## src/rtl/uart_echo_fifo_if.sv

```systemverilog
// uart_echo_fifo_if: byte bus between UART receiver, echo FIFO and transmitter.
// master drives the receiver side and tx_done; slave is the echo FIFO.
interface uart_echo_fifo_if;
   logic [7:0] rx_data;
   logic       rx_done;
   logic [7:0] tx_data;
   logic       send_en;
   logic       tx_done;

   modport master (
      output rx_data, rx_done, tx_done,
      input  tx_data, send_en
   );

   modport slave (
      input  rx_data, rx_done, tx_done,
      output tx_data, send_en
   );
endinterface

```

## src/rtl/uart_echo_fifo.sv

```systemverilog
// uart_echo_fifo: circular byte FIFO from UART rx to UART tx with send FSM.
// Optional match LED toggle is enabled by defining UART_ECHO_LED_EN.
module uart_echo_fifo #(
   parameter int unsigned DEPTH      = 16,
   parameter int unsigned ADDR_W     = 4,
   parameter logic [7:0]  MATCH_BYTE = 8'h69
) (
   input  logic            clk,
   input  logic            rst_n,
   uart_echo_fifo_if.slave bus,
   input  logic            ovf_clr,
   output logic [ADDR_W:0] fifo_count,
   output logic            empty,
   output logic            full,
   output logic            overflow,
   output logic            led
);

   localparam logic [ADDR_W:0] LP_DEPTH = (ADDR_W+1)'(DEPTH);

   typedef enum logic [1:0] {
      S_IDLE,
      S_LOAD,
      S_SEND,
      S_GAP
   } state_t;

   logic [7:0]        r_mem [DEPTH];
   logic [ADDR_W-1:0] r_wr_ptr;
   logic [ADDR_W-1:0] r_rd_ptr;
   logic [ADDR_W:0]   r_count;
   logic              r_rx_done_d;
   logic              r_ovf;
   logic              r_send_en;
   logic [7:0]        r_tx_data;
   state_t            r_state;

   logic w_wr_req;
   logic w_full;
   logic w_wr_ok;
   logic w_drop;
   logic w_rd;

   assign w_wr_req = bus.rx_done & ~r_rx_done_d;
   assign w_full   = (r_count == LP_DEPTH);
   assign w_wr_ok  = w_wr_req & ~w_full;
   assign w_drop   = w_wr_req & w_full;
   assign w_rd     = (r_state == S_LOAD);

   // rx_done delay for rising-edge write detection
   always_ff @(posedge clk or negedge rst_n) begin
      if (!rst_n) r_rx_done_d <= 1'b0;
      else        r_rx_done_d <= bus.rx_done;
   end

   // storage array, contents need no reset
   always_ff @(posedge clk) begin
      if (w_wr_ok) r_mem[r_wr_ptr] <= bus.rx_data;
   end

   // write pointer advances only on accepted bytes
   always_ff @(posedge clk or negedge rst_n) begin
      if (!rst_n)       r_wr_ptr <= '0;
      else if (w_wr_ok) r_wr_ptr <= r_wr_ptr + ADDR_W'(1);
   end

   // occupancy: simultaneous write and read cancel out
   always_ff @(posedge clk or negedge rst_n) begin
      if (!rst_n) begin
         r_count <= '0;
      end else begin
         unique case ({w_wr_ok, w_rd})
            2'b10:   r_count <= r_count + (ADDR_W+1)'(1);
            2'b01:   r_count <= r_count - (ADDR_W+1)'(1);
            default: r_count <= r_count;
         endcase
      end
   end

   // sticky overflow, a fresh drop beats a clear
   always_ff @(posedge clk or negedge rst_n) begin
      if (!rst_n)       r_ovf <= 1'b0;
      else if (w_drop)  r_ovf <= 1'b1;
      else if (ovf_clr) r_ovf <= 1'b0;
   end

   // transmit FSM: pop one byte, hold send_en until tx_done, then gap
   always_ff @(posedge clk or negedge rst_n) begin
      if (!rst_n) begin
         r_state   <= S_IDLE;
         r_rd_ptr  <= '0;
         r_tx_data <= 8'h00;
         r_send_en <= 1'b0;
      end else begin
         unique case (r_state)
            S_IDLE: begin
               if (r_count != '0) r_state <= S_LOAD;
            end
            S_LOAD: begin
               r_tx_data <= r_mem[r_rd_ptr];
               r_rd_ptr  <= r_rd_ptr + ADDR_W'(1);
               r_send_en <= 1'b1;
               r_state   <= S_SEND;
            end
            S_SEND: begin
               if (bus.tx_done) begin
                  r_send_en <= 1'b0;
                  r_state   <= S_GAP;
               end
            end
            S_GAP: begin
               r_send_en <= 1'b0;
               r_state   <= S_IDLE;
            end
            default: r_state <= S_IDLE;
         endcase
      end
   end

   assign bus.tx_data = r_tx_data;
   assign bus.send_en = r_send_en;
   assign fifo_count  = r_count;
   assign empty       = (r_count == '0);
   assign full        = w_full;
   assign overflow    = r_ovf;

`ifdef UART_ECHO_LED_EN
   logic r_led;

   // toggle on every accepted byte equal to MATCH_BYTE
   always_ff @(posedge clk or negedge rst_n) begin
      if (!rst_n)
         r_led <= 1'b0;
      else if (w_wr_ok && (bus.rx_data == MATCH_BYTE))
         r_led <= ~r_led;
   end

   assign led = r_led;
`else
   logic w_unused_match;
   assign w_unused_match = ^MATCH_BYTE;
   assign led = 1'b0;
`endif

endmodule
```

## src/flat_wrapper.sv

```systemverilog
// flat-port wrapper written by rule: the top's interface ports become plain ports
module uart_echo_fifo_flat 
#(
   parameter int unsigned DEPTH      = 16,
   parameter int unsigned ADDR_W     = 4,
   parameter logic [7:0]  MATCH_BYTE = 8'h69
)
  (clk, rst_n, ovf_clr, fifo_count, empty, full, overflow, led, bus_rx_data, bus_rx_done, bus_tx_done, bus_tx_data, bus_send_en);
  uart_echo_fifo_if bus_i ();
  input  logic clk;
  input  logic rst_n;
  input  logic ovf_clr;
  output logic [ADDR_W:0] fifo_count;
  output logic empty;
  output logic full;
  output logic overflow;
  output logic led;
  input wire logic [$bits(bus_i.rx_data)-1:0] bus_rx_data;
  input wire logic [$bits(bus_i.rx_done)-1:0] bus_rx_done;
  input wire logic [$bits(bus_i.tx_done)-1:0] bus_tx_done;
  output wire logic [$bits(bus_i.tx_data)-1:0] bus_tx_data;
  output wire logic [$bits(bus_i.send_en)-1:0] bus_send_en;
  assign bus_i.rx_data = bus_rx_data;
  assign bus_i.rx_done = bus_rx_done;
  assign bus_i.tx_done = bus_tx_done;
  assign bus_tx_data = bus_i.tx_data;
  assign bus_send_en = bus_i.send_en;
  uart_echo_fifo #(.DEPTH(DEPTH), .ADDR_W(ADDR_W), .MATCH_BYTE(MATCH_BYTE)) u_core (.clk(clk), .rst_n(rst_n), .bus(bus_i), .ovf_clr(ovf_clr), .fifo_count(fifo_count), .empty(empty), .full(full), .overflow(overflow), .led(led));
endmodule
```

## config.mk

```make
export PLATFORM = sky130hd
export DESIGN_NAME = uart_echo_fifo_flat
export DESIGN_NICKNAME = d
export VERILOG_FILES = /design/src/rtl/uart_echo_fifo_if.sv /design/src/rtl/uart_echo_fifo.sv /design/src/flat_wrapper.sv
export SDC_FILE = /design/constraint.sdc
export NUM_CORES = 1
export LEC_CHECK = 0
export CORE_UTILIZATION = 55
export CTS_BUF_LIST = sky130_fd_sc_hd__clkbuf_8
export DETAILED_ROUTE_END_ITERATION = 6
export GPL_TIMING_DRIVEN = 0
export PLACE_DENSITY_LB_ADDON = 0.3
export SETUP_SLACK_MARGIN = 0.5
export SYNTH_ARGS = -nofsm -noshare
export SYNTH_HDL_FRONTEND = slang
export SYNTH_SLANG_ARGS = --single-unit
```

## constraint.sdc

```tcl
create_clock -name clk -period 3.4 [get_ports clk]
set_input_delay 1.02 -clock clk [delete_from_list [all_inputs] [get_ports clk]]
set_output_delay 1.02 -clock clk [all_outputs]
set_load 0.05 [all_outputs]
```

==> results of run 1 <==
-- flip-flops by register name, summed over array words and instances (netlist names) --
register and count:
u_core.r_mem 128, u_core.bus.tx_data 8, u_core.fifo_count 5, u_core.r_rd_ptr 4, u_core.r_wr_ptr 4, u_core.r_state 2
u_core.bus.send_en 1, u_core.overflow 1, u_core.r_rx_done_d 1
-- through the flow --
| stage | TNS (ps) | power [mW] | cell area [µm²] |
|---|---|---|---|
| global route | 0 | 6.61 | 7370 |
| CTS | 0 | 6.32 | 7340 |
| global placement | -1790 | 4.70 | 6830 |
| floorplan | 0 | 4.12 | 6360 |
| finish | 0 | 6.31 | 7370 |
| detailed placement | -3680 | 4.77 | 6830 |
-- what timing repair did --
| item | in CTS | in global routing |
|---|---|---|
| endpoints found under the setup margin | 36 | 11 |
| endpoints found under the hold margin | 0 | 0 |
| setup buffers | 4 | 2 |
| gates resized for setup | 23 | 5 |
| pin swaps | 3 | 4 |
-- power breakdown --
part / internal, mW / switching (mW)
sequential: 2.28 / 0.158
clock: 0.801 / 0.673
combinational: 1.01 / 1.40
-- layout by cell type (no fill, tap or decap), types with 17 or more instances in the layout --
| master | n |
|---|---|
| edfxtp_1 | 128 |
| nor2_1 | 38 |
| mux2i_1 | 32 |
| dfrtp_1 | 26 |
| clkdlybuf4s50_1 | 25 |
| clkbuf_8 | 18 |
| o22ai_1 | 17 |
-- metal layers --
| layer | wire length, µm | vias up |
|---|---|---|
| met5 | 0 | - |
| met4 | 203 | 0 |
| met3 | 989 | 10 |
| met2 | 6050 | 121 |
| met1 | 5020 | 1716 |
| li1 | - | 1575 |
-- kinds of logic (layout without fill, tap and decap cells) --
logic type	count (synthesis)	in the layout
flip-flops	154	154
AND/OR/NAND/NOR	84	84
multiplexers	59	59
AO/OA/AOI/OAI	32	32
buffers and inverters	29	96
adder cells (fa/ha/maj)	13	13
XOR/XNOR	11	11
other	1	1
-- path summary, 6_finish.rpt --
| check | start | to |
|---|---|---|
| setup / recovery | u_core.fifo_count[0] | fifo_count[0] |
| hold / removal | u_core.r_rd_ptr[3] | u_core.r_rd_ptr[3] |
| setup reg to reg | u_core.fifo_count[1] | u_core.fifo_count[4] |
| hold reg to reg | u_core.r_rd_ptr[3] | u_core.r_rd_ptr[3] |
| max in group asynchronous | rst_n | u_core.r_wr_ptr[3] |
| min in group asynchronous | rst_n | u_core.bus.send_en |
-- layout make-up --
cell class,instances,area [µm²]
Tap cell,140,175
Clock inverter,15,199
Multi-Input combinational cell,200,1780
Fill cell,747,3660
Timing Repair Buffer,35,325
Sequential cell,154,4490
Clock buffer,17,234
Inverter,8,30.0
Buffer,21,133
==> flow_summary.yaml, run 1 <==
sta:
  hold_slack_ps: 505
  tightest_slew_ps: 817
  rsz0062_at_grt: "yes"
  timing.slew.headroom: 0.453
  hold_viol_final: 0
  fin_worst_skew_ps: 9.13
  finalCritPeriodShare: 0.828
  setup_violations: 0
  worst_slack_ps: 583
  finalMaxSlewViolations: 0
  fmax_ghz: 0.355
  fin_crit_ps: 2820
setup_path:
  r2r_setup_slack_ps: 670
  worst-path-stages: 1
  slowest_stage: "clkdlybuf4s50_1"
  critical_path.top_delay_family: "buffers and inverters"
  crit_required_ps: 2380
  start_kind: "flop"
  path_buf_inv: 1
  path_max_fanout: 5
  path_cells: "clkdlybuf4s50_1"
  path_class: "flop to output port"
  crit_arrival_ps: 1800
  end_kind: "output port"
  crit_path_max_incr_delay_ps: 860
  r2r_cells: 13
synth:
  synth_top_family_by_area: "multiplexers"
  syn_area_mm2: 0.00635
  synth_fa_ha_area_frac: 0.0256
  synth-main-ff-cell: "edfxtp_1"
  yosys.area.top_type: "edfxtp_1"
  synth_top_cell_area_share: 0.605
  synth.most_common_cell: "edfxtp_1"
  synth_xor_area_frac: 0.0152
  synthTopCellsByArea: "edfxtp_1, dfrtp_1, mux2i_1, mux4_2, ha_1"
  ys_types: 40
  synthCells: 383
  synthMuxAreaShare: 0.130
  synth-simple-area-share: 0.0656
  synth-seq-area-share: 0.707
  synth_nets: 409
  synth-edff-count: 128
  yosysWarningCount: 0
  synth_area_per_cell_um2: 16.6
  synth.ff_latch_count: 154
  synth_common_cells: "edfxtp_1, nor2_1, mux2i_1"
  synthArstFlopShare: 0.169
  synth_compound_area_frac: 0.0321
clocking:
  clockBufferDepth: 2
  htreeDepth: 4
  tritoncts: "done"
  clk_pin_slew_worst_paths_ps: 80
  cts_root_buffer: "clkbuf_8"
  worstSkewPairLatency_ps: 440
  cts_buffers: 17
  hold_buffers: 0
  cts_sinks: 154
routing:
  drtIter0Drc: 268
  ant_nets: 0
  vias: 3422
  vias_per_cell: 5.80
  first_pass_iters: 5
  drt-wirelength-per-cell_um: 20.8
  finalWirelength_mm: 12.3
  drc: 0
finish:
  final_nets: 463
  drive_above_1_share: 0.200
  fin_cells: 590
  postLayoutCoreUtil: 0.668
  antenna_cells: 0
  syn_to_final_growth_pct: 16.0
run:
  drv_cap: 0
global_route:
  overflow: 0
  grt_pass1_wl_mm: 18.5
  first_global_vias: 3372
  use_met1: 0.306
  grt.busiest_layer: "met2"
  grtUsageMet2: 0.350
  met3_usage: 0.0557
  grt_use_total: 0.223
  grt_max_degree: 27
  antenna_found_initial: 0
placement:
  hpwl_mm: 7.82
  dp_cells: 552
  place_congestion: 0.764
  portBuffers: 29
  post-place-ws_ps: -559
floorplan:
  die_h_um: 109
  io_pins: 31
  initial_utilization: 0.576
  fp.dieW_um: 109
  rows: 38
  die-area_mm2: 0.0120
  core_area_mm2: 0.0110
run_status:
  run_status: "finished, final reports clean"
power_and_ir_drop:
  ir_worst_vdd_mv: 0.601
  power.density_mw_per_mm2: 856
  power.leakage_nw: 2.62
min_path:
  hold_path_depth: 1
  hold_path_class: "flop to flop"
Power figures use the tool's default switching activity.
==> run 2: changes to the inputs <==
Clock period 3.4 ns to 2.6 ns, I/O delays scaled along.
==> flow_summary.yaml, run 2 (synthesized netlist as in run 1, its figures left out) <==
routing:
  finalWirelength_mm: 13.4
  drtIter0Drc: 219
  drt-wirelength-per-cell_um: 21.9
  vias_per_cell: 5.82
  ant_nets: 0
  vias: 3581
  drc: 0
  first_pass_iters: 4
sta:
  finalMaxSlewViolations: 0
  setup_violations: 0
  rsz0062_at_grt: "yes"
  finalCritPeriodShare: 0.986
  tightest_slew_ps: 721
  hold_viol_final: 0
  fmax_ghz: 0.390
  timing.slew.headroom: 0.518
  fin_worst_skew_ps: 12.3
  fin_crit_ps: 2560
  tns_ps: 0
clocking:
  cts_root_buffer: "clkbuf_8"
  cts_sinks: 154
  cts_buffers: 17
  htreeDepth: 4
  clk_pin_slew_worst_paths_ps: 80
  clockBufferDepth: 2
  tritoncts: "done"
  worstSkewPairLatency_ps: 440
  hold_buffers: 0
setup_path:
  r2r_setup_slack_ps: 40
  end_kind: "flop"
  start_kind: "flop"
  crit_path_max_incr_delay_ps: 410
  path_cells: "buf_6, nor4_4, buf_4, a21oi_4, inv_2, ha_4, buf_8, xor2_1, ha_2, a21boi_4, o32ai_2, nor4b_2, xnor2_1"
  path_class: "flop to flop"
  crit_arrival_ps: 2920
  crit_required_ps: 2960
  slowest_stage: "dfrtp_2"
  path_max_fanout: 4
global_route:
  grt_pass1_wl_mm: 19.6
  overflow: 0
  first_global_vias: 3699
  grt_max_degree: 27
  antenna_found_initial: 0
  grt_use_total: 0.237
finish:
  drive_above_1_share: 0.335
  final_common_cell: "edfxtp_1"
  syn_to_final_growth_pct: 23.5
  postLayoutCoreUtil: 0.711
  fillers: 684
  regMostFlops: "u_core.r_mem"
  final_nets: 488
  fin_cells: 615
  largest_register_ffs: 128
  design_area_mm2: 0.00784
  antenna_cells: 0
  most-common-layout-cells: "edfxtp_1, mux2i_1, nor2_1"
floorplan:
  io_pins: 31
  die-area_mm2: 0.0120
  initial_utilization: 0.576
  rows: 38
  fp.dieW_um: 109
  core_area_mm2: 0.0110
  die_h_um: 109
min_path:
  hold_path_class: "primary input to async pin"
run_status:
  run_status: "finished, final reports clean"
power_and_ir_drop:
  power_mw: 8.64
  ir_worst_vdd_mv: 0.894
  power.leakage_nw: 2.80
  power.density_mw_per_mm2: 1100
run:
  drv_cap: 0
placement:
  place_area_mm2: 0.00690
  hpwl_mm: 8.16
  portBuffers: 29
  place_congestion: 0.834
  dp_cells: 552
run 2: changes by cell type in the layout (fill, tap and decap cells not counted), moves of 4 or more:
cell / delta
buf_2: -4
dfrtp_2: +4
nor2_4: +12
nor3_4: +4
buf_4: +10
buf_6: +17
nor2_1: -12
nor3_2: -4
clkdlybuf4s50_1: -15
dfrtp_1: -4
clkdlybuf4s15_2: +7
clkbuf_2: +8
run 2: layout make-up:
type | instances | area [µm²] | share of cell area
clock buffers | 17 | 234 | 0.0298
flip-flops and latches | 154 | 4500 | 0.574
clock inverters | 15 | 208 | 0.0265
well taps | 140 | 175 | 0.0223
repair buffers | 60 | 571 | 0.0727
plain buffers | 21 | 155 | 0.0198
multi-input cells | 200 | 1970 | 0.251
inverters | 8 | 33.8 | 0.00431
run 2: report_power, final:
group / leakage, nW / total (mW) / switching [mW] / internal, mW
clock: 0.221 / 1.99 / 0.858 / 1.13
combinational: 1.13 / 3.46 / 2.02 / 1.45
sequential: 1.45 / 3.19 / 0.208 / 2.99
total: 2.80 / 8.64 / 3.08 / 5.56
run 2: final timing paths:
check	cells after the start	from	to
worst max-delay path	13	u_core.fifo_count[1]	u_core.fifo_count[4]
worst min-delay path	1	rst_n	u_core.fifo_count[3]
worst max register to register	13	u_core.fifo_count[1]	u_core.fifo_count[4]
max in group asynchronous	1	rst_n	u_core.fifo_count[0]
min in group clk	1	bus_rx_done	u_core.r_rx_done_d
worst min register to register	1	u_core.r_rd_ptr[3]	u_core.r_rd_ptr[3]
run 2: timing repair:
item | CTS | global route
setup endpoints to repair | 151 | 114
buffers inserted | 26 | 5
endpoints found under the hold margin | 0 | 0
pin swaps | 10 | 6
gates resized for setup | 82 | 58
run 2: stage by stage:
step                      hold slack (ps)  setup slack (ps)
after global routing                  375             -63.3
final                                 343              37.4
after detailed placement              495              -729
after CTS                             510              97.7
after global placement                477              -736
after floorplan                       458             -28.0
run 2: layer usage:
layer,track usage,routed length (µm),part of all wire
met1,0.304,5570,0.41
met2,0.397,6950,0.52
met3,0.0504,661,0.049
met4,0.0914,258,0.019
met5,0,0,0
run 2: worst max-delay path, delay by kind of cell (launching register included):
family                     cells  cell delay [ps]
AOI/OAI and AO/OA              3              350
adders and majority gates      2              410
and+or+nand+nor                2              490
buffers and inverters          4              490
xor gates and xnor gates       2              330
DFF                            1              410
==> run 3: changes to the inputs <==
Settings changed: CTS_CLUSTER_SIZE set to 25.
==> results of run 3 <==
The final DEF is identical to that of run 2; final timing and power are the same.
